===== src/rtl/cpu_control_sequencer.sv =====
// cpu_control_sequencer
// Multicycle control FSM for the 8-bit common-bus CPU. It decodes the
// instruction register and sequences fetch, decode, operand reads, execute
// and writeback over the single shared bus. It also counts retired
// instructions.
module cpu_control_sequencer #(
   parameter int CNT_W = 16
) (
   input  logic             clock,
   input  logic             reset_n,
   input  logic [13:0]      instruction_register,
   input  logic             imem_ack,
   input  logic             a_zero,
   output logic             imem_req,
   output logic             ir_load_en,
   output logic             pc_load_en,
   output logic             pc_sel,
   output logic             rf_write_read,
   output logic [7:0]       rf_address,
   output logic             a_load_en,
   output logic             b_load_en,
   output logic             res_load_en,
   output logic [2:0]       alu_op,
   output logic [1:0]       bus_sel,
   output logic [7:0]       imm_out,
   output logic             halted,
   output logic [CNT_W-1:0] retired_count
);

   typedef enum logic [3:0] {
      S_FETCH     = 4'd0,
      S_DECODE    = 4'd1,
      S_READ_A    = 4'd2,
      S_READ_B    = 4'd3,
      S_EXEC      = 4'd4,
      S_WRITE     = 4'd5,
      S_WRITE_IMM = 4'd6,
      S_BRANCH    = 4'd7,
      S_HALT      = 4'd8
   } state_t;

   localparam logic [1:0] BUS_RF  = 2'd0;
   localparam logic [1:0] BUS_RES = 2'd1;
   localparam logic [1:0] BUS_IMM = 2'd2;

   state_t           r_state;
   state_t           w_state_next;
   logic [CNT_W-1:0] r_retired;
   logic             w_retire;

   // Instruction field extraction
   logic [3:0] w_opcode;
   logic [2:0] w_rd;
   logic [2:0] w_rs;
   logic [2:0] w_rt;
   logic       w_is_alu;
   logic       w_is_li;
   logic       w_is_beqz;
   logic       w_is_halt;

   assign w_opcode  = instruction_register[13:10];
   assign w_rd      = instruction_register[9:7];
   assign w_rs      = instruction_register[6:4];
   assign w_rt      = instruction_register[3:1];
   assign w_is_alu  = ~w_opcode[3];
   assign w_is_li   = (w_opcode == 4'h8);
   assign w_is_beqz = (w_opcode == 4'h9);
   assign w_is_halt = (w_opcode == 4'hF);

   // Combinational control outputs before reset gating
   logic       w_imem_req;
   logic       w_ir_load_en;
   logic       w_pc_load_en;
   logic       w_pc_sel;
   logic       w_rf_write;
   logic [7:0] w_rf_address;
   logic       w_a_load_en;
   logic       w_b_load_en;
   logic       w_res_load_en;
   logic [2:0] w_alu_op;
   logic [1:0] w_bus_sel;
   logic       w_halted;

   // State register and retired-instruction counter (synchronous active-low reset)
   always_ff @(posedge clock) begin
      if (!reset_n) begin
         r_state   <= S_FETCH;
         r_retired <= '0;
      end else begin
         r_state <= w_state_next;
         if (w_retire) begin
            r_retired <= r_retired + CNT_W'(1);
         end
      end
   end

   // Next-state, retire flag and per-state control outputs
   always_comb begin
      w_state_next  = r_state;
      w_retire      = 1'b0;
      w_imem_req    = 1'b0;
      w_ir_load_en  = 1'b0;
      w_pc_load_en  = 1'b0;
      w_pc_sel      = 1'b0;
      w_rf_write    = 1'b0;
      w_rf_address  = 8'd0;
      w_a_load_en   = 1'b0;
      w_b_load_en   = 1'b0;
      w_res_load_en = 1'b0;
      w_alu_op      = 3'd0;
      w_bus_sel     = BUS_RF;
      w_halted      = 1'b0;
      case (r_state)
         S_FETCH: begin
            w_imem_req   = 1'b1;
            w_ir_load_en = imem_ack;
            if (imem_ack) begin
               w_state_next = S_DECODE;
            end
         end
         S_DECODE: begin
            w_pc_load_en = 1'b1;
            w_pc_sel     = 1'b0;
            if (w_is_alu || w_is_beqz) begin
               w_state_next = S_READ_A;
            end else if (w_is_li) begin
               w_state_next = S_WRITE_IMM;
            end else if (w_is_halt) begin
               w_state_next = S_HALT;
            end else begin
               // NOP retires straight out of decode
               w_state_next = S_FETCH;
               w_retire     = 1'b1;
            end
         end
         S_READ_A: begin
            w_rf_address = {5'd0, w_rs};
            w_bus_sel    = BUS_RF;
            w_a_load_en  = 1'b1;
            w_state_next = w_is_beqz ? S_BRANCH : S_READ_B;
         end
         S_READ_B: begin
            w_rf_address = {5'd0, w_rt};
            w_bus_sel    = BUS_RF;
            w_b_load_en  = 1'b1;
            w_state_next = S_EXEC;
         end
         S_EXEC: begin
            w_alu_op      = w_opcode[2:0];
            w_res_load_en = 1'b1;
            w_state_next  = S_WRITE;
         end
         S_WRITE: begin
            w_rf_address = {5'd0, w_rd};
            w_bus_sel    = BUS_RES;
            w_rf_write   = 1'b1;
            w_state_next = S_FETCH;
            w_retire     = 1'b1;
         end
         S_WRITE_IMM: begin
            w_rf_address = {5'd0, w_rd};
            w_bus_sel    = BUS_IMM;
            w_rf_write   = 1'b1;
            w_state_next = S_FETCH;
            w_retire     = 1'b1;
         end
         S_BRANCH: begin
            w_pc_load_en = a_zero;
            w_pc_sel     = 1'b1;
            w_state_next = S_FETCH;
            w_retire     = 1'b1;
         end
         S_HALT: begin
            w_halted     = 1'b1;
            w_state_next = S_HALT;
         end
         default: begin
            w_state_next = S_FETCH;
         end
      endcase
   end

   // While reset is held every enable is forced low so an aborted
   // instruction can never write the register file in the reset cycle.
   always_comb begin
      imem_req      = 1'b0;
      ir_load_en    = 1'b0;
      pc_load_en    = 1'b0;
      pc_sel        = 1'b0;
      rf_write_read = 1'b0;
      rf_address    = 8'd0;
      a_load_en     = 1'b0;
      b_load_en     = 1'b0;
      res_load_en   = 1'b0;
      alu_op        = 3'd0;
      bus_sel       = BUS_RF;
      halted        = 1'b0;
      if (reset_n) begin
         imem_req      = w_imem_req;
         ir_load_en    = w_ir_load_en;
         pc_load_en    = w_pc_load_en;
         pc_sel        = w_pc_sel;
         rf_write_read = w_rf_write;
         rf_address    = w_rf_address;
         a_load_en     = w_a_load_en;
         b_load_en     = w_b_load_en;
         res_load_en   = w_res_load_en;
         alu_op        = w_alu_op;
         bus_sel       = w_bus_sel;
         halted        = w_halted;
      end
   end

   assign imm_out       = {1'b0, instruction_register[6:0]};
   assign retired_count = r_retired;

endmodule


===== config.mk =====
export PLATFORM = sky130hd
export DESIGN_NAME = cpu_control_sequencer
export DESIGN_NICKNAME = d
export VERILOG_FILES = /design/src/rtl/cpu_control_sequencer.sv
export SDC_FILE = /design/constraint.sdc
export NUM_CORES = 1
export LEC_CHECK = 0
export BUFFER_PORTS_ARGS = -buffer_cell sky130_fd_sc_hd__clkbuf_2
export CAP_MARGIN = 20
export CORE_MARGIN = 2
export CORE_UTILIZATION = 47
export DETAILED_ROUTE_END_ITERATION = 10
export PLACE_DENSITY = 0.8
export SKIP_CTS_REPAIR_TIMING = 1
export SYNTH_ARGS = -nofsm -noshare
export SYNTH_HDL_FRONTEND = slang
export SYNTH_SLANG_ARGS = --single-unit

===== constraint.sdc =====
create_clock -name clock -period 2.01 [get_ports clock]
set_clock_uncertainty 0.05 [all_clocks]
set_input_delay 0.1005 -clock clock [delete_from_list [all_inputs] [get_ports clock]]
set_output_delay 0.1005 -clock clock [all_outputs]
set_load 0.02 [all_outputs]

---- After elaboration in Yosys (flattened, before gate mapping) ----
Cells that the tools add are included.
cells by class
  $add $sub $neg .......................... 1
  eq/ne operators ......................... 12
  multiplexer cells ....................... 34
  bitwise logic cells ..................... 1
  reductions and logical operators ........ 4
operator list
  operator                                              number
  case mux 4 bit (6 select lines)                       1
  2-to-1 mux 1 bit                                      20
  adder 16 x 1 -> 16 bit (second input constant)        1
  equality test 4 x 3 -> 1 bit (second input constant)  4
  equality test 4 bit (second input constant)           4
  2-to-1 mux 4 bit                                      4
  2-to-1 mux 3 bit                                      3
  case mux 3 bit (3 select lines)                       1
  equality test 4 x 2 -> 1 bit (second input constant)  2
  2-to-1 mux 8 bit                                      1
  equality test 4 x 1 -> 1 bit (second input constant)  1
  zero test 4 bit                                       1
  case mux 1 bit (2 select lines)                       2
  case mux 2 bit (2 select lines)                       1
  OR reduction 3 bit                                    1
  2-to-1 mux 2 bit                                      1
  inequality test 2 bit (second input constant)         1
  OR reduction 2 bit                                    1
  logical OR 1 bit                                      1
  inverter 1 bit                                        1
storage, ports and cells
  bits in registers ....................... 20
  input bits .............................. 18
  output and inout bits ................... 46
  word-level logic and storage cells ...... 54

---- Logic depth before layout (Yosys ltp) ----
Gate-level depths: netlist of the first run.
  word-level depth ........................ 5
  gate-level depth with buffers ........... 6
  gate-level depth less buffers ........... 6

---- Worst setup path before layout of the first run ----
Ideal clock, no wire load.
  path type ............................... reg2out
  from .................................... register r_state[2]
  to ...................................... output port alu_op[0]
  arrival ................................. 1.753 ns
  data required time ...................... 1.859 ns
  path slack .............................. 0.106 ns
  stages on the path, launching flop included .. 6
  path buffers ............................ 2
  path through ............................ dfxtp_1 > buf_2 > buf_1 > nand3b_1 > nor3_1 > and2_1
on the way
  cells in the longest elaborated chain, start to end .. 3
RTL lines
  what                          line  text
  from (decl)                   46    state_t r_state;
  from (signal assigned)        90    r_state <= w_state_next;
  equality test 4 x 3 -> 1 bit  113   case (r_state)
  2-to-1 mux 3 bit              113
  2-to-1 mux 3 bit              198   if (reset_n) begin
  to (decl)                     23    output logic [2:0] alu_op,
No other way between the ends.

---- Final worst setup path of the first run ----
  from .................................... register r_state[2]
  to ...................................... output port ir_load_en
on the way
  cells in the longest elaborated chain, start to end .. 3
RTL lines
  what              line  text
  zero test 4 bit   113
  2-to-1 mux 1 bit  113
  2-to-1 mux 1 bit  198
  to (decl)         15    output logic ir_load_en,
No other way between the ends.

==> flow_metrics.py, run 1 <==
metrics = {
    "outcome": {
        "outcome": "complete, but fails checks",
        "violations": "design-rule violations",
    },
    "grt": {
        "grt_overflow_total": 0,
        "grt_use_total_pct": 18.83,
        "grt_pass1_vias": 1198,
        "grt_max_degree": 14,
        "grt_pass1_wl_um": 5168,
        "antenna_found_initial": 0,
    },
    "cells_and_area": {
        "layout-drive-gt1-share_pct": 37.05,
        "fin_nets": 245,
        "multi_input_area_um2": 888.4,
        "n_fill_cell": 278,
        "diodes": 0,
        "regArea_um2": 405.4,
        "layout_common_cells": "clkbuf_2, nor2_1, dfxtp_1",
        "finalNonFillerCells": 255,
        "syn_to_final_growth_pct": 19.98,
        "stdcell_area_um2": 1690,
        "final_common_cell": "clkbuf_2",
        "final_util_pct": 60.26,
    },
    "logic_synthesis": {
        "yosysSeqAreaShare_pct": 28.42,
        "synthCells": 176,
        "ys_warn_count": 0,
        "synth_async_sr_flop_share_pct": 0,
        "synth.avg_cell_area_um2": 8.005,
        "synth.largest_area_cell": "dfxtp_1",
        "yosys-top-cells-area": "dfxtp_1, buf_4, nor2_1",
        "ys_ff_latch": 20,
        "synth_edf_count": 0,
        "synthFlopType": "dfxtp_1",
        "synth_cell_type_count": 44,
        "netlist.area_leader.share_pct": 28.42,
        "syn-cell-area_um2": 1409,
    },
    "hold_path": {
        "worstHoldEndpoint": "retired_count[8]",
        "min-delay-start": "reset_n",
        "min_path_cells": 2,
        "min_path_type": "primary input to flip-flop",
    },
    "clocking": {
        "clkSlewWorstSetupHoldPaths_ps": 110,
        "cts_tree": "built",
        "root_buffer": "clkbuf_4",
        "h-tree-depth": 1,
        "clock_path_buffers": 2,
        "cts.sink_count": 20,
        "numCtsBuffers": 3,
        "clk_latency_ps": 290,
    },
    "routing": {
        "detail_route.vias_per_cell": 5.337,
        "first_iter_violations": 57,
        "vias": 1361,
        "wire_per_inst_um": 12.25,
        "drt_pre_antenna_iters": 7,
        "drc": 3,
        "routed_wirelength_um": 3123,
        "ant_nets": 0,
    },
    "power_and_ir_drop": {
        "powerDensity_nw_per_um2": 449.9,
        "p_leak_nw": 0.7138,
        "ir_drop_mv": 0.4700,
    },
    "floorplan": {
        "dieArea_um2": 3452,
        "initial_core_util_pct": 50.22,
        "row_count": 19,
        "ios": 64,
        "core-area_um2": 2805,
        "die_w_um": 58.75,
        "die-height_um": 58.75,
    },
    "placement": {
        "io_buffers": 55,
        "placed_cells_incl_taps": 252,
        "dp_slack_ps": 246.9,
        "hpwl_um": 2488,
        "dpl_cell_area_um2": 1653,
        "routabilityCongestion": 0.8131,
    },
    "sta": {
        "rsz0062_at_grt": "yes",
        "drv_slew": 0,
        "hold_ws_ps": 103.4,
        "fin_crit_sh_pct": 94.85,
        "max_freq_ghz": 0.5245,
        "period_needed_ps": 1906,
        "final-setup-viol-count": 0,
        "timing.final.ws_setup_ps": 103.5,
        "hold_violations": 0,
    },
    "worst_setup_path": {
        "r2r_end": "retired_count[7]",
        "cp_data_required_time_ps": 1860,
        "arrival_ps": 1760,
        "crit_fanout": 12,
        "rr_worst_depth": 5,
        "r2r_start": "r_state[3]",
        "setup.worst_path.end_class": "output pin",
        "r2r_setup_slack_ps": 180,
        "crit_path_start_kind": "flip-flop",
        "critPathKind": "flip-flop to output pin",
    },
    "job": {
        "cap_viol_max_count": 0,
    },
}
-- worst max-delay path by stage --
stage,startpoint,endpoint,slack [ps],cells after the start
6_report,r_state[2],ir_load_en,100,5
3_5_place_dp,r_state[3],retired_count[7],250,5
5_1_grt,r_state[2],ir_load_en,-2,5
4_1_cts,r_state[2],rf_address[1],-40,6
3_3_place_gp,r_state[3],retired_count[9],290,5
2_1_floorplan,r_state[2],alu_op[0],110,5
-- critical path: stages (launching register included) --
cell,delay (ps)
dfxtp_4,390
buf_4,170
or3_1,430
nor3_2,160
and2_1,150
clkbuf_2,160
-- registers in the layout (all words and copies together), names as in the netlist --
register,count
r_state,4
retired_count,16
-- power breakdown --
group | internal, mW | switching [mW] | total (mW)
Sequential | 0.401 | 0.0103 | 0.412
Combinational | 0.0669 | 0.0978 | 0.165
Clock | 0.0697 | 0.115 | 0.184
-- cell type report --
cell class              count  area share [%]
multi-input cells         137           52.55
flip-flops and latches     20           23.98
repair buffers             62           19.39
well taps                  31           2.295
clock buffers               3           1.332
inverters                   2          0.4441
-- synth_stat cells, types with 2 or more instances --
master	n
nor2_1	21
dfxtp_1	20
buf_4	13
o21ai_0	10
nand2_1	8
nand3_1	8
nor3_1	7
and2_1	6
xnor2_1	6
xor2_1	6
a21oi_1	5
clkbuf_1	5
mux2_2	5
or3_1	5
and3_1	4
nand2b_1	4
a22oi_1	3
nand4_1	3
o21a_1	3
a211oi_1	2
a211oi_2	2
and4b_1	2
buf_2	2
inv_1	2
nand3b_1	2
nor4_1	2
nor4_2	2
o211ai_1	2
-- per-layer routing --
| layer | track usage, % | up-vias | wire length, um |
|---|---|---|---|
| met5 | 0 | - | 0 |
| met4 | 2.273 | 0 | 0 |
| met3 | 4.835 | 0 | 182 |
| met2 | 31.27 | 43 | 1547 |
| met1 | 25.37 | 615 | 1393 |
| li1 | - | 703 | - |
-- cells by family (layout without fill, tap and decap cells) --
| logic type | count (synthesis) | in the layout | synth area share, % |
|---|---|---|---|
| AO/OA/AOI/OAI | 31 | 31 | 14.65 |
| XOR/XNOR | 12 | 12 | 7.460 |
| adder cells (fa/ha/maj) | 1 | 1 | 0.8880 |
| buffers and inverters | 24 | 67 | 10.57 |
| flip-flops | 20 | 20 | 28.42 |
| multiplexers | 5 | 5 | 3.996 |
| other | 1 | 6 | 0.2662 |
| AND/OR/NAND/NOR | 82 | 82 | 33.75 |
-- stage by stage --
stage	total power, mW	TNS (ps)
2_1_floorplan	0.5519	0
5_1_grt	0.8052	-2.328
3_5_place_dp	0.5848	0
4_1_cts	0.7691	-113.4
3_3_place_gp	0.5827	0
6_report	0.7605	0
No activity file was read; power rests on OpenSTA's default activity.
==> inputs of run 2 (changes only) <==
--- a/config.mk
+++ b/config.mk
@@ -9,7 +9,9 @@
 export CAP_MARGIN = 20
 export CORE_MARGIN = 2
 export CORE_UTILIZATION = 47
+export CTS_BUF_LIST = sky130_fd_sc_hd__clkbuf_16
 export DETAILED_ROUTE_END_ITERATION = 10
+export GPL_TIMING_DRIVEN = 0
 export PLACE_DENSITY = 0.8
 export SKIP_CTS_REPAIR_TIMING = 1
 export SYNTH_ARGS = -nofsm -noshare
==> run 2 against run 1 <==
  * The flow still finishes with violations (design-rule violations)
  * Critical path depth increased by 1
  * Final area increased by 11%
  * Routed wire length increased by 7.3%
  * Die area unchanged
  * Final cell count increased by 6.3%
  * Register-to-register slack got worse by 50 ps
  * Power increased by 52%
  * Critical endpoint is now retired_count[5]
==> flow_metrics.py, run 2 (same netlist as run 1, synthesis figures left out) <==
metrics = {
    "hold_path": {
        "min_path_cells": 4,
        "min_path_type": "primary input to flip-flop",
        "min-delay-start": "instruction_register[12]",
        "worstHoldEndpoint": "r_state[1]",
    },
    "routing": {
        "ant_nets": 0,
        "drc": 3,
        "routed_wirelength_um": 3352,
        "drt_pre_antenna_iters": 7,
        "first_iter_violations": 36,
        "detail_route.vias_per_cell": 5.277,
        "wire_per_inst_um": 12.37,
        "vias": 1430,
    },
    "grt": {
        "grt_pass1_wl_um": 5340,
        "grt_pass1_vias": 1163,
        "antenna_found_initial": 0,
        "grt_overflow_total": 0,
        "grt_max_degree": 13,
        "grt_use_total_pct": 19.86,
    },
    "cells_and_area": {
        "diodes": 0,
        "layout-drive-gt1-share_pct": 38.75,
        "largest_register_ff_count": 16,
        "fin_nets": 260,
        "stdcell_area_um2": 1873,
        "n_fill_cell": 255,
        "finalNonFillerCells": 271,
        "final_common_cell": "clkbuf_2",
        "final_util_pct": 66.77,
        "syn_to_final_growth_pct": 32.95,
        "layout_common_cells": "clkbuf_2, nor2_1, dfxtp_1",
    },
    "clocking": {
        "h-tree-depth": 1,
        "numCtsBuffers": 3,
        "clkSlewWorstSetupHoldPaths_ps": 60,
        "root_buffer": "clkbuf_16",
        "clk_latency_ps": 250,
        "clock_path_buffers": 2,
        "cts.sink_count": 20,
        "cts_tree": "built",
    },
    "floorplan": {
        "initial_core_util_pct": 50.22,
        "ios": 64,
        "die_w_um": 58.75,
        "die-height_um": 58.75,
        "row_count": 19,
        "core-area_um2": 2805,
        "dieArea_um2": 3452,
    },
    "worst_setup_path": {
        "arrival_ps": 1950,
        "r2r_setup_slack_ps": 130,
        "cp_data_required_time_ps": 2080,
        "critPathKind": "flip-flop to flip-flop",
        "rr_worst_depth": 6,
        "crit_path_start_kind": "flip-flop",
        "setup.worst_path.end_class": "flip-flop",
        "r2r_end": "retired_count[5]",
        "r2r_start": "r_state[1]",
        "crit_fanout": 8,
    },
    "outcome": {
        "outcome": "complete, but fails checks",
        "violations": "design-rule violations",
    },
    "placement": {
        "io_buffers": 55,
        "hpwl_um": 2447,
        "dp_slack_ps": 45.28,
        "routabilityCongestion": 0.8345,
        "placed_cells_incl_taps": 267,
        "dpl_cell_area_um2": 1742,
    },
    "sta": {
        "drv_slew": 0,
        "rsz0062_at_grt": "no",
        "finalSetupTns_ps": 0,
        "fin_crit_sh_pct": 93.55,
        "hold_violations": 0,
        "timing.final.ws_setup_ps": 129.6,
        "period_needed_ps": 1880,
        "final-setup-viol-count": 0,
        "max_freq_ghz": 0.5318,
        "hold_ws_ps": 202.5,
    },
    "power_and_ir_drop": {
        "p_leak_nw": 0.8074,
        "ir_drop_mv": 0.7009,
        "powerDensity_nw_per_um2": 616.7,
        "finalPower_mw": 1.155,
    },
    "job": {
        "cap_viol_max_count": 0,
    },
}
run 2: layout make-up:
type	instances	area [um2]	share of cell area, %
flip-flops and latches	20	400.4	21.38
multi-input cells	137	897.1	47.90
clock buffers	3	75.07	4.008
repair buffers	55	275.3	14.70
clock inverters	1	30.03	1.603
plain buffers	22	148.9	7.949
well taps	31	38.79	2.071
inverters	2	7.507	0.4008
run 2: layer usage:
metal / GRT usage (%) / part of all wire [%] / up-vias
met5: 0 / 0 / -
met2: 30.95 / 47 / 42
li1: - / - / 740
met1: 28.01 / 46 / 644
met3: 4.835 / 6.0 / 4
met4: 3.896 / 0.89 / 0
run 2: power breakdown:
group	switching [mW]	leakage, nW	internal [mW]	total [mW]
Clock	0.157	0.0511	0.395	0.553
Sequential	0.00559	0.161	0.402	0.408
Combinational	0.111	0.595	0.0835	0.195
run 2: worst max-delay path, cell delays in order (launching register included):
cell	delay (ps)
dfxtp_1	300
buf_6	130
nand4bb_4	260
or4_4	490
a211oi_2	290
xnor2_1	160
nor2_1	60
run 2: worst max path at each step:
stage / from / end / slack [ps]
floorplan: r_state[2] / alu_op[0] / 110
global placement: r_state[2] / retired_count[10] / 70
detailed placement: r_state[2] / retired_count[10] / 50
CTS: r_state[0] / rf_address[1] / -130
global route: r_state[0] / rf_address[1] / 20
finish: r_state[1] / retired_count[5] / 130
